## src/rtl/adder_slice_sched.sv

```systemverilog
// adder_slice_sched: time-shares one 2-bit ripple-adder slice between two
// requesters. Each WIDTH-bit add runs serially, two bits per cycle, with a
// registered carry chained between slices. Grants alternate round-robin.
module adder_slice_sched #(
  parameter int WIDTH = 8
) (
  input  logic             clk,
  input  logic             rst_n,
  input  logic             req0,
  input  logic [WIDTH-1:0] a0_in,
  input  logic [WIDTH-1:0] b0_in,
  input  logic             req1,
  input  logic [WIDTH-1:0] a1_in,
  input  logic [WIDTH-1:0] b1_in,
  output logic             gnt0,
  output logic             gnt1,
  output logic             busy,
  output logic             done,
  output logic             owner,
  output logic [WIDTH-1:0] sum,
  output logic             carry_out
);

  localparam int NSLICE = WIDTH / 2;
  localparam int CW     = (NSLICE > 1) ? $clog2(NSLICE) : 1;
  localparam logic [CW-1:0] LAST = CW'(NSLICE - 1);

  // Odd or too-small widths cannot be split into 2-bit slices.
  if (((WIDTH % 2) != 0) || (WIDTH < 2)) begin : g_width_chk
    $error("adder_slice_sched: WIDTH must be even and >= 2");
  end

  typedef enum logic [1:0] {
    ST_IDLE = 2'd0,
    ST_RUN  = 2'd1,
    ST_DONE = 2'd2
  } state_t;

  // The shared 2-bit slice: {c, s1, s0} = a + b + cin.
  function automatic logic [2:0] slice_add(input logic [1:0] a,
                                           input logic [1:0] b,
                                           input logic       cin);
    return {1'b0, a} + {1'b0, b} + {2'b00, cin};
  endfunction

  state_t           state_q, state_d;
  logic [WIDTH-1:0] a_q, a_d, b_q, b_d, res_q, res_d;
  logic             cy_q, cy_d;
  logic [CW-1:0]    cnt_q, cnt_d;
  logic             own_q, own_d;
  logic             ptr_q, ptr_d;
  logic             gnt0_q, gnt0_d, gnt1_q, gnt1_d;
  logic             busy_q, busy_d, done_q, done_d;
  logic             owner_q, owner_d;
  logic [WIDTH-1:0] sum_q, sum_d;
  logic             cout_q, cout_d;

  logic [2:0]       slice_s;
  logic [WIDTH-1:0] res_next_s;
  logic             win_s;

  // Next-state, datapath and output logic for the IDLE/RUN/DONE sequencer.
  always_comb begin
    state_d = state_q;
    a_d     = a_q;
    b_d     = b_q;
    res_d   = res_q;
    cy_d    = cy_q;
    cnt_d   = cnt_q;
    own_d   = own_q;
    ptr_d   = ptr_q;
    gnt0_d  = 1'b0;
    gnt1_d  = 1'b0;
    busy_d  = busy_q;
    done_d  = 1'b0;
    owner_d = owner_q;
    sum_d   = sum_q;
    cout_d  = cout_q;

    slice_s    = slice_add(a_q[1:0], b_q[1:0], cy_q);
    // New slice bits enter at the MSB end; after NSLICE shifts the result is aligned.
    res_next_s = WIDTH'({slice_s[1:0], res_q} >> 2);
    // Lone requester wins; on contention the pointer picks who did not win last.
    if (req0 && req1) begin
      win_s = ptr_q;
    end else begin
      win_s = req1;
    end

    case (state_q)
      ST_IDLE, ST_DONE: begin
        if (req0 || req1) begin
          a_d     = win_s ? a1_in : a0_in;
          b_d     = win_s ? b1_in : b0_in;
          res_d   = '0;
          cy_d    = 1'b0;
          cnt_d   = '0;
          own_d   = win_s;
          ptr_d   = ~win_s;
          gnt0_d  = ~win_s;
          gnt1_d  = win_s;
          busy_d  = 1'b1;
          state_d = ST_RUN;
        end else begin
          busy_d  = 1'b0;
          state_d = ST_IDLE;
        end
      end
      ST_RUN: begin
        a_d   = a_q >> 2;
        b_d   = b_q >> 2;
        res_d = res_next_s;
        cy_d  = slice_s[2];
        cnt_d = cnt_q + CW'(1);
        if (cnt_q == LAST) begin
          sum_d   = res_next_s;
          cout_d  = slice_s[2];
          owner_d = own_q;
          done_d  = 1'b1;
          busy_d  = 1'b0;
          state_d = ST_DONE;
        end else begin
          busy_d  = 1'b1;
          state_d = ST_RUN;
        end
      end
      default: begin
        busy_d  = 1'b0;
        state_d = ST_IDLE;
      end
    endcase
  end

  // State and output registers; reset abandons any in-flight operation.
  always_ff @(posedge clk or negedge rst_n) begin
    if (!rst_n) begin
      state_q <= ST_IDLE;
      a_q     <= '0;
      b_q     <= '0;
      res_q   <= '0;
      cy_q    <= 1'b0;
      cnt_q   <= '0;
      own_q   <= 1'b0;
      ptr_q   <= 1'b0;
      gnt0_q  <= 1'b0;
      gnt1_q  <= 1'b0;
      busy_q  <= 1'b0;
      done_q  <= 1'b0;
      owner_q <= 1'b0;
      sum_q   <= '0;
      cout_q  <= 1'b0;
    end else begin
      state_q <= state_d;
      a_q     <= a_d;
      b_q     <= b_d;
      res_q   <= res_d;
      cy_q    <= cy_d;
      cnt_q   <= cnt_d;
      own_q   <= own_d;
      ptr_q   <= ptr_d;
      gnt0_q  <= gnt0_d;
      gnt1_q  <= gnt1_d;
      busy_q  <= busy_d;
      done_q  <= done_d;
      owner_q <= owner_d;
      sum_q   <= sum_d;
      cout_q  <= cout_d;
    end
  end

  assign gnt0      = gnt0_q;
  assign gnt1      = gnt1_q;
  assign busy      = busy_q;
  assign done      = done_q;
  assign owner     = owner_q;
  assign sum       = sum_q;
  assign carry_out = cout_q;

endmodule
```

## config.mk

```make
export PLATFORM = sky130hd
export DESIGN_NAME = adder_slice_sched
export DESIGN_NICKNAME = d
export VERILOG_FILES = /design/src/rtl/adder_slice_sched.sv
export SDC_FILE = /design/constraint.sdc
export NUM_CORES = 1
export LEC_CHECK = 0
export CORE_MARGIN = 2
export CORE_UTILIZATION = 53
export DETAILED_ROUTE_END_ITERATION = 10
export GPL_TIMING_DRIVEN = 0
export PLACE_DENSITY = 0.83
export REMOVE_ABC_BUFFERS = 1
export SYNTH_ARGS = -nofsm -noshare
export SYNTH_HDL_FRONTEND = slang
export SYNTH_SLANG_ARGS = --single-unit
```

## constraint.sdc

```tcl
create_clock -name clk -period 2.49 [get_ports clk]
set_clock_uncertainty 0.1 [all_clocks]
set_input_delay 0.3735 -clock clk [delete_from_list [all_inputs] [get_ports clk]]
set_output_delay 0.3735 -clock clk [all_outputs]
set_load 0.02 [all_outputs]
```

==> impl_results.md, run 1 <==
- Synth Flop Type: sky130_fd_sc_hd__dfrtp_1
- Required time reported for the critical path endpoint: 2.02 ns
- Cell Area, Synth: 2330 um2
- Routed WL: 4.57 mm
- Number of antenna violations at the first check in global routing: 0
- Worst VDD drop: 0.556 mV
- HPWL after detailed placement: 3.01 mm
- Syn_area_per_cell: 10.3 um2
- Top cells by area in the synthesized netlist: sky130_fd_sc_hd__dfrtp_1 45%, sky130_fd_sc_hd__mux2_2 9.2%, sky130_fd_sc_hd__a2111o_1 5.8%
- Die outline width: 70.3 um
- Hold slack final: 0.385 ns
- Number of global-route vias before repair: 1636
- Max-Slew Margin vs Limit: 0.399
- Die Footprint: 4940 um2
- Outcome: complete, no violations
- R2R cell count: 3
- Hold violation total from the final report: 0
- Multiplexer fraction of the synthesized cell area: 0.0918
- Maximum fanout encountered on the critical timing path: 56
- Antenna cell count: 0
- Total of flip-flops plus latches after synthesis: 42
- Count of max-cap constraint violations: 0
- Adder-Cell Fraction of Synth Area: 0.0226
- Final setup violation count: 0
- Number of vias after detailed routing: 1790
- Clock buffer count from CTS: 5
- Critical-path cell with the highest stage delay: sky130_fd_sc_hd__dfrtp_4
- Average via count per standard cell: 5.68
- Final max-slew violation count: 0
- Nature of the critical path endpoint: primary output
- Fraction of the mapped netlist area in simple logic gates: 0.185
- Cells traversed along the worst timing path: clkdlybuf4s50_1
- Min cycle time layout: 2.27 ns
- Commonest cells post-synth: 42 x sky130_fd_sc_hd__dfrtp_1, 21 x sky130_fd_sc_hd__a21oi_1, 21 x sky130_fd_sc_hd__nand3_1
- CTS Sinks: 42
- Number of H-tree levels: 2
- Parity-gate share of the synthesized area counting xor and xnor cells: 0
- WHS Endpoint: sum[6]
- Compound-gate portion of the synthesized area: 0.154
- Worst hold-check path type: reg -> reg
- Detailed-router iteration count before antenna repair: 4
- Clock insertion delay at the later pin of the skew report: 0.29 ns
- Std-Cell Core Area: 4290 um2
- Dominant cell type by area after synthesis: sky130_fd_sc_hd__dfrtp_1
- RePlAce Congestion: 0.817
- Slew at the pin closest to its max-slew limit: 0.898 ns
- Combinational family with the most area after synthesis: simple AND/OR/NAND/NOR gates
- Maximum number of pins on one net before global-route repair: 57
- Buffers on Ports: 49
- Detailed-routed wire length on met2: 2.19 mm
- Total overflow reported by the global router: 0
- Clock tree root driver cell: sky130_fd_sc_hd__clkbuf_8
- Initial Util: 0.543
- Leakage power figure: 1.25 nW
- TritonCTS clock tree: built
- Die Height: 70.3 um
- Worst Hold Depth: 2
- Sum of internal, switching and leakage power: 3.22 mW
- Total cell area at the placement stage: 2750 um2
- Area fraction of the dominant cell type after synthesis: 0.451
- Top Ports: 50
- Routed length per instance: 14.5 um
- Number of synthesized flops with an enable pin: 0
- Count of buffer and inverter cells on the critical path: 1
- Layout overhead on the synthesized area: 23.3%
- Share of flip-flops with an asynchronous set or reset after synthesis: 1.00
- Number of warnings printed during yosys synthesis: 0
- Top routing layer in use: met4
- Number of buffers on the longest clock path: 2
- Post-Route Setup TNS: 0 ns
- Sequential fraction of the synthesis area: 0.451
- Unrepaired setup endpoints after global routing: false
- Critical register-to-register path startpoint: state_q[0]
- Tcrit/Tclk final: 0.910
- Aggregate global-route resource usage: 0.193
- Final instance area: 2870 um2
- # DRC: 0
- Detailed-route wire length on metal 1: 2.12 mm
- Synth Instances: 226
- Highest Clock Rate: 441 MHz
- Violation count after the first detailed-routing iteration: 125
- Standard-cell row count: 24
- Post-layout net count: 301
- Wire length of the first global-routing pass: 7.65 mm
- Critical path class: reg -> out
- Number of fill cells in the layout: 351
- Met3 Routed Length: 186 um
- Power density relative to cell area: 1120 nW/um2
- Antenna Nets Post-Route: 0
- Slowest cell delay on critical path: 0.77 ns
- Share of layout cells above drive strength 1: 0.129
- Startpoint class of the critical path: flop
- Largest delay contributor family on the critical path: flip-flops
- Worst hold start: sum[6]
- Register-to-register setup slack: 0.65 ns
- Cell with the most instances after synthesis: sky130_fd_sc_hd__dfrtp_1
- Arrival time of the worst setup path: 1.79 ns
- FF-to-FF End: a_q[7]
- Post-CTS Setup Bufs: 0
- Clock edge transition at the registers on the reported setup and hold paths: 0.08 ns
- Count of distinct cell types in the synthesized netlist: 25
-- cell type report --
| class | instances | area [um2] | area share |
|---|---|---|---|
| clock inverters | 2 | 37.5 | 0.0131 |
| clock buffers | 6 | 72.6 | 0.0253 |
| flip-flops and latches | 42 | 1050 | 0.367 |
| repair buffers | 51 | 510 | 0.178 |
| well taps | 52 | 65.1 | 0.0226 |
| multi-input cells | 142 | 1060 | 0.368 |
| inverters | 20 | 75.1 | 0.0261 |
-- repair_timing --
item / 4_1_cts / 5_1_grt
hold endpoints to repair: 13 / 0
endpoints found under the setup margin: 0 / 1
gates resized for setup: 0 / 1
hold buffers: 1 / 0
-- per-layer routing --
metal  vias up  global-route usage
met1       854               0.265
met5         -                   0
met3         8              0.0476
li1        885                   -
met2        43               0.307
met4         0              0.0513
-- where the power goes --
part           total (mW)  leakage, nW  internal (mW)  switching, mW
registers            1.31        0.528          0.997          0.309
logic                1.38        0.669          0.721          0.654
clock network       0.536       0.0514          0.299          0.237
total                3.22         1.25           2.02           1.20
-- cells in the final DEF (no fill, tap or decap), types with 2 or more instances in the layout --
master / count
sky130_fd_sc_hd__inv_1: 20
sky130_fd_sc_hd__o21ai_0: 13
sky130_fd_sc_hd__a21oi_1: 21
sky130_fd_sc_hd__mux2_2: 19
sky130_fd_sc_hd__nor2b_1: 2
sky130_fd_sc_hd__a31oi_1: 4
sky130_fd_sc_hd__nand3_1: 21
sky130_fd_sc_hd__fa_1: 2
sky130_fd_sc_hd__dfrtp_1: 41
sky130_fd_sc_hd__buf_2: 2
sky130_fd_sc_hd__clkbuf_8: 5
sky130_fd_sc_hd__clkdlybuf4s50_1: 47
sky130_fd_sc_hd__nor4b_1: 12
sky130_fd_sc_hd__nand2_1: 15
sky130_fd_sc_hd__nor2_1: 2
sky130_fd_sc_hd__nand4b_1: 12
sky130_fd_sc_hd__a2111o_1: 12
-- worst max-delay path by stage --
stage | cells past startpoint | startpoint | endpoint
3_3_place_gp | 4 | req1 | a_q[4]
5_1_grt | 1 | state_q[0] | busy
3_5_place_dp | 4 | req0 | a_q[0]
6_report | 1 | state_q[0] | busy
4_1_cts | 1 | state_q[0] | busy
2_1_floorplan | 3 | state_q[0] | a_q[6]
-- through the flow --
step,cells,util,setup slack (ns)
floorplan,204,-,0.296
global placement,305,0.638,-0.657
detailed placement,306,0.640,0.0335
CTS,315,0.668,0.00661
global route,315,0.669,0.161
finish,315,0.669,0.223
-- logic make-up (layout without fill, tap and decap cells) --
group           after synthesis  after routing
compound gates               53             53
fa+ha+maj                     3              3
buf+inv                      42             79
flops                        42             42
mux                          19             19
simple gates                 67             67
-- sequential cells by signal (all words and copies together), names as in the netlist --
register and flops:
a_q 8, b_q 8, carry_out 1, cnt_q 2, cy_q 1, done 1
gnt0 1, gnt1 1, own_q 1, owner 1, ptr_q 1, res_q 6
state_q 2, sum 8
No activity file was read; power rests on OpenSTA's default activity.
==> inputs of run 2 (changes only) <==
Settings changed: CAP_MARGIN set to 25, HOLD_SLACK_MARGIN set to 0.12, RECOVER_POWER set to 50.
==> impl_results.md, run 2 (synthesized netlist as in run 1, its figures left out) <==
- Most used cells in the layout excluding fill and tap cells: 47 x sky130_fd_sc_hd__clkdlybuf4s50_1, 41 x sky130_fd_sc_hd__dfrtp_1, 21 x sky130_fd_sc_hd__a21oi_1, 21 x sky130_fd_sc_hd__nand3_1, 20 x sky130_fd_sc_hd__inv_1
- Final Non-Filler Cells: 315
- Min cycle time layout: 2.25 ns
- Required time reported for the critical path endpoint: 2.02 ns
- Std-Cell Core Area: 4290 um2
- Clock edge transition at the registers on the reported setup and hold paths: 0.08 ns
- Tcrit/Tclk final: 0.903
- Routed length per instance: 14.5 um
- Number of antenna violations at the first check in global routing: 0
- Final max-slew violation count: 0
- Register-to-register setup slack: 0.54 ns
- Layout overhead on the synthesized area: 22.1%
- Total overflow reported by the global router: 0
- Aggregate global-route resource usage: 0.193
- Maximum number of pins on one net before global-route repair: 57
- Number of buffers on the longest clock path: 2
- Minimum setup slack in the final design: 0.240 ns
- Count of max-cap constraint violations: 0
- Sum of internal, switching and leakage power: 3.20 mW
- Critical-path cell with the highest stage delay: sky130_fd_sc_hd__dfrtp_4
- Die Height: 70.3 um
- Die Footprint: 4940 um2
- Cells traversed along the worst timing path: clkdlybuf4s50_1
- Startpoint class of the critical path: flop
- Power density relative to cell area: 1120 nW/um2
- Area of the multi-input gates: 1040 um2
- Number of H-tree levels: 2
- Share of total power in combinational logic: 0.425
- CTS Sinks: 42
- Share of layout cells above drive strength 1: 0.122
- Clock insertion delay at the later pin of the skew report: 0.30 ns
- Count of buffer and inverter cells on the critical path: 1
- HPWL after detailed placement: 3.01 mm
- # DRC: 0
- FF-to-FF End: owner
- Most common library cell in the layout ignoring fill and taps: sky130_fd_sc_hd__clkdlybuf4s50_1
- Buffers on Ports: 49
- Number of global-route vias before repair: 1636
- Outcome: complete, no violations
- Wire length of the first global-routing pass: 7.65 mm
- Largest delay contributor family on the critical path: flip-flops
- Arrival time of the worst setup path: 1.78 ns
- Clock share of power: 0.168
- Slew at the pin closest to its max-slew limit: 0.891 ns
- Number of fill cells in the layout: 356
- Worst hold-check path type: reg -> reg
- Slowest cell delay on critical path: 0.76 ns
- Clock tree root driver cell: sky130_fd_sc_hd__clkbuf_8
- Post-CTS Setup Bufs: 0
- Max-Slew Margin vs Limit: 0.404
- Top Ports: 50
- Violation count after the first detailed-routing iteration: 115
- Cell count after placement: 306
- Antenna cell count: 0
- Number of vias after detailed routing: 1796
- Nature of the critical path endpoint: primary output
- Worst hold start: sum[6]
- Initial Util: 0.543
- Hold violation total from the final report: 0
- Area taken by flip-flops and latches: 1050 um2
- Final setup violation count: 0
- Critical path class: reg -> out
- Internal Pwr Total: 2.01 mW
- P_sw: 1.19 mW
- TritonCTS clock tree: built
- Clock buffer count from CTS: 5
- Maximum fanout encountered on the critical timing path: 56
- Highest Clock Rate: 445 MHz
- Pre-CTS WS: 0.0335 ns
- Average via count per standard cell: 5.70
- Post-layout net count: 301
- Standard-cell row count: 24
- Detailed-router iteration count before antenna repair: 4
- WHS Endpoint: sum[6]
- RePlAce Congestion: 0.817
- Antenna Nets Post-Route: 0
- R2R cell count: 2
- Die outline width: 70.3 um
- Worst VDD drop: 0.553 mV
- Leakage power figure: 1.23 nW
- Critical register-to-register path startpoint: state_q[0]
- Sequential power share: 0.407
- Unrepaired setup endpoints after global routing: false
- Switching fraction of total power: 0.373
- Worst Hold Depth: 2
- Routed WL: 4.57 mm
==> run 2: cell count changes in the layout (fill, tap and decap cells not counted), sizes merged <==
| cell | change |
|---|---|
| buf | -2 |
| clkbuf | +2 |
==> run 2: layout make-up <==
type | instances | share of cell area
Inverter | 20 | 0.0264
Clock inverter | 2 | 0.0132
Tap cell | 52 | 0.0229
Timing Repair Buffer | 51 | 0.174
Clock buffer | 6 | 0.0255
Sequential cell | 42 | 0.371
Multi-Input combinational cell | 142 | 0.367
==> run 2: worst max path at each step <==
stage               startpoint          to  slack (ns)  cells after the start
finish              state_q[0]        busy        0.24                      1
global route             rst_n  state_q[0]        0.18                      3
CTS                 state_q[0]        busy       0.007                      1
detailed placement        req0      a_q[0]        0.03                      4
global placement          req1      a_q[4]       -0.66                      4
floorplan           state_q[0]      a_q[6]        0.30                      3
==> run 2: power by group through the flow <==
| stage | logic [mW] | registers [mW] | clock network [mW] |
|---|---|---|---|
| after floorplan | 0.830 | 1.34 | 0 |
| after global placement | 1.34 | 1.29 | 0 |
| after detailed placement | 1.38 | 1.31 | 0 |
| after CTS | 1.39 | 1.30 | 0.546 |
| after global routing | 1.52 | 1.35 | 0.573 |
| final | 1.36 | 1.30 | 0.537 |
==> run 2: timing repair <==
| item | in CTS | in global routing |
|---|---|---|
| resized for setup | 0 | 1 |
| hold endpoints to repair | 13 | 0 |
| hold buffers | 1 | 0 |
| endpoints found under the setup margin | 0 | 1 |
==> run 2: metrics by stage <==
stage / util / area [um2] / hold slack (ns) / setup TNS (ns)
5_1_grt: 0.662 / 2840 / 0.419 / 0
2_1_floorplan: - / 2180 / -0.0221 / 0
3_3_place_gp: 0.638 / 2740 / 0.360 / -19.92
3_5_place_dp: 0.640 / 2750 / 0.201 / 0
6_report: 0.662 / 2840 / 0.384 / 0
4_1_cts: 0.668 / 2870 / 0.393 / 0
==> run 2: metal layers <==
layer,part of all wire,GRT usage,wire length (um)
met5,0,0,0
met4,0.015,0.0513,68
met3,0.041,0.0476,186
met2,0.49,0.307,2230
met1,0.46,0.265,2080
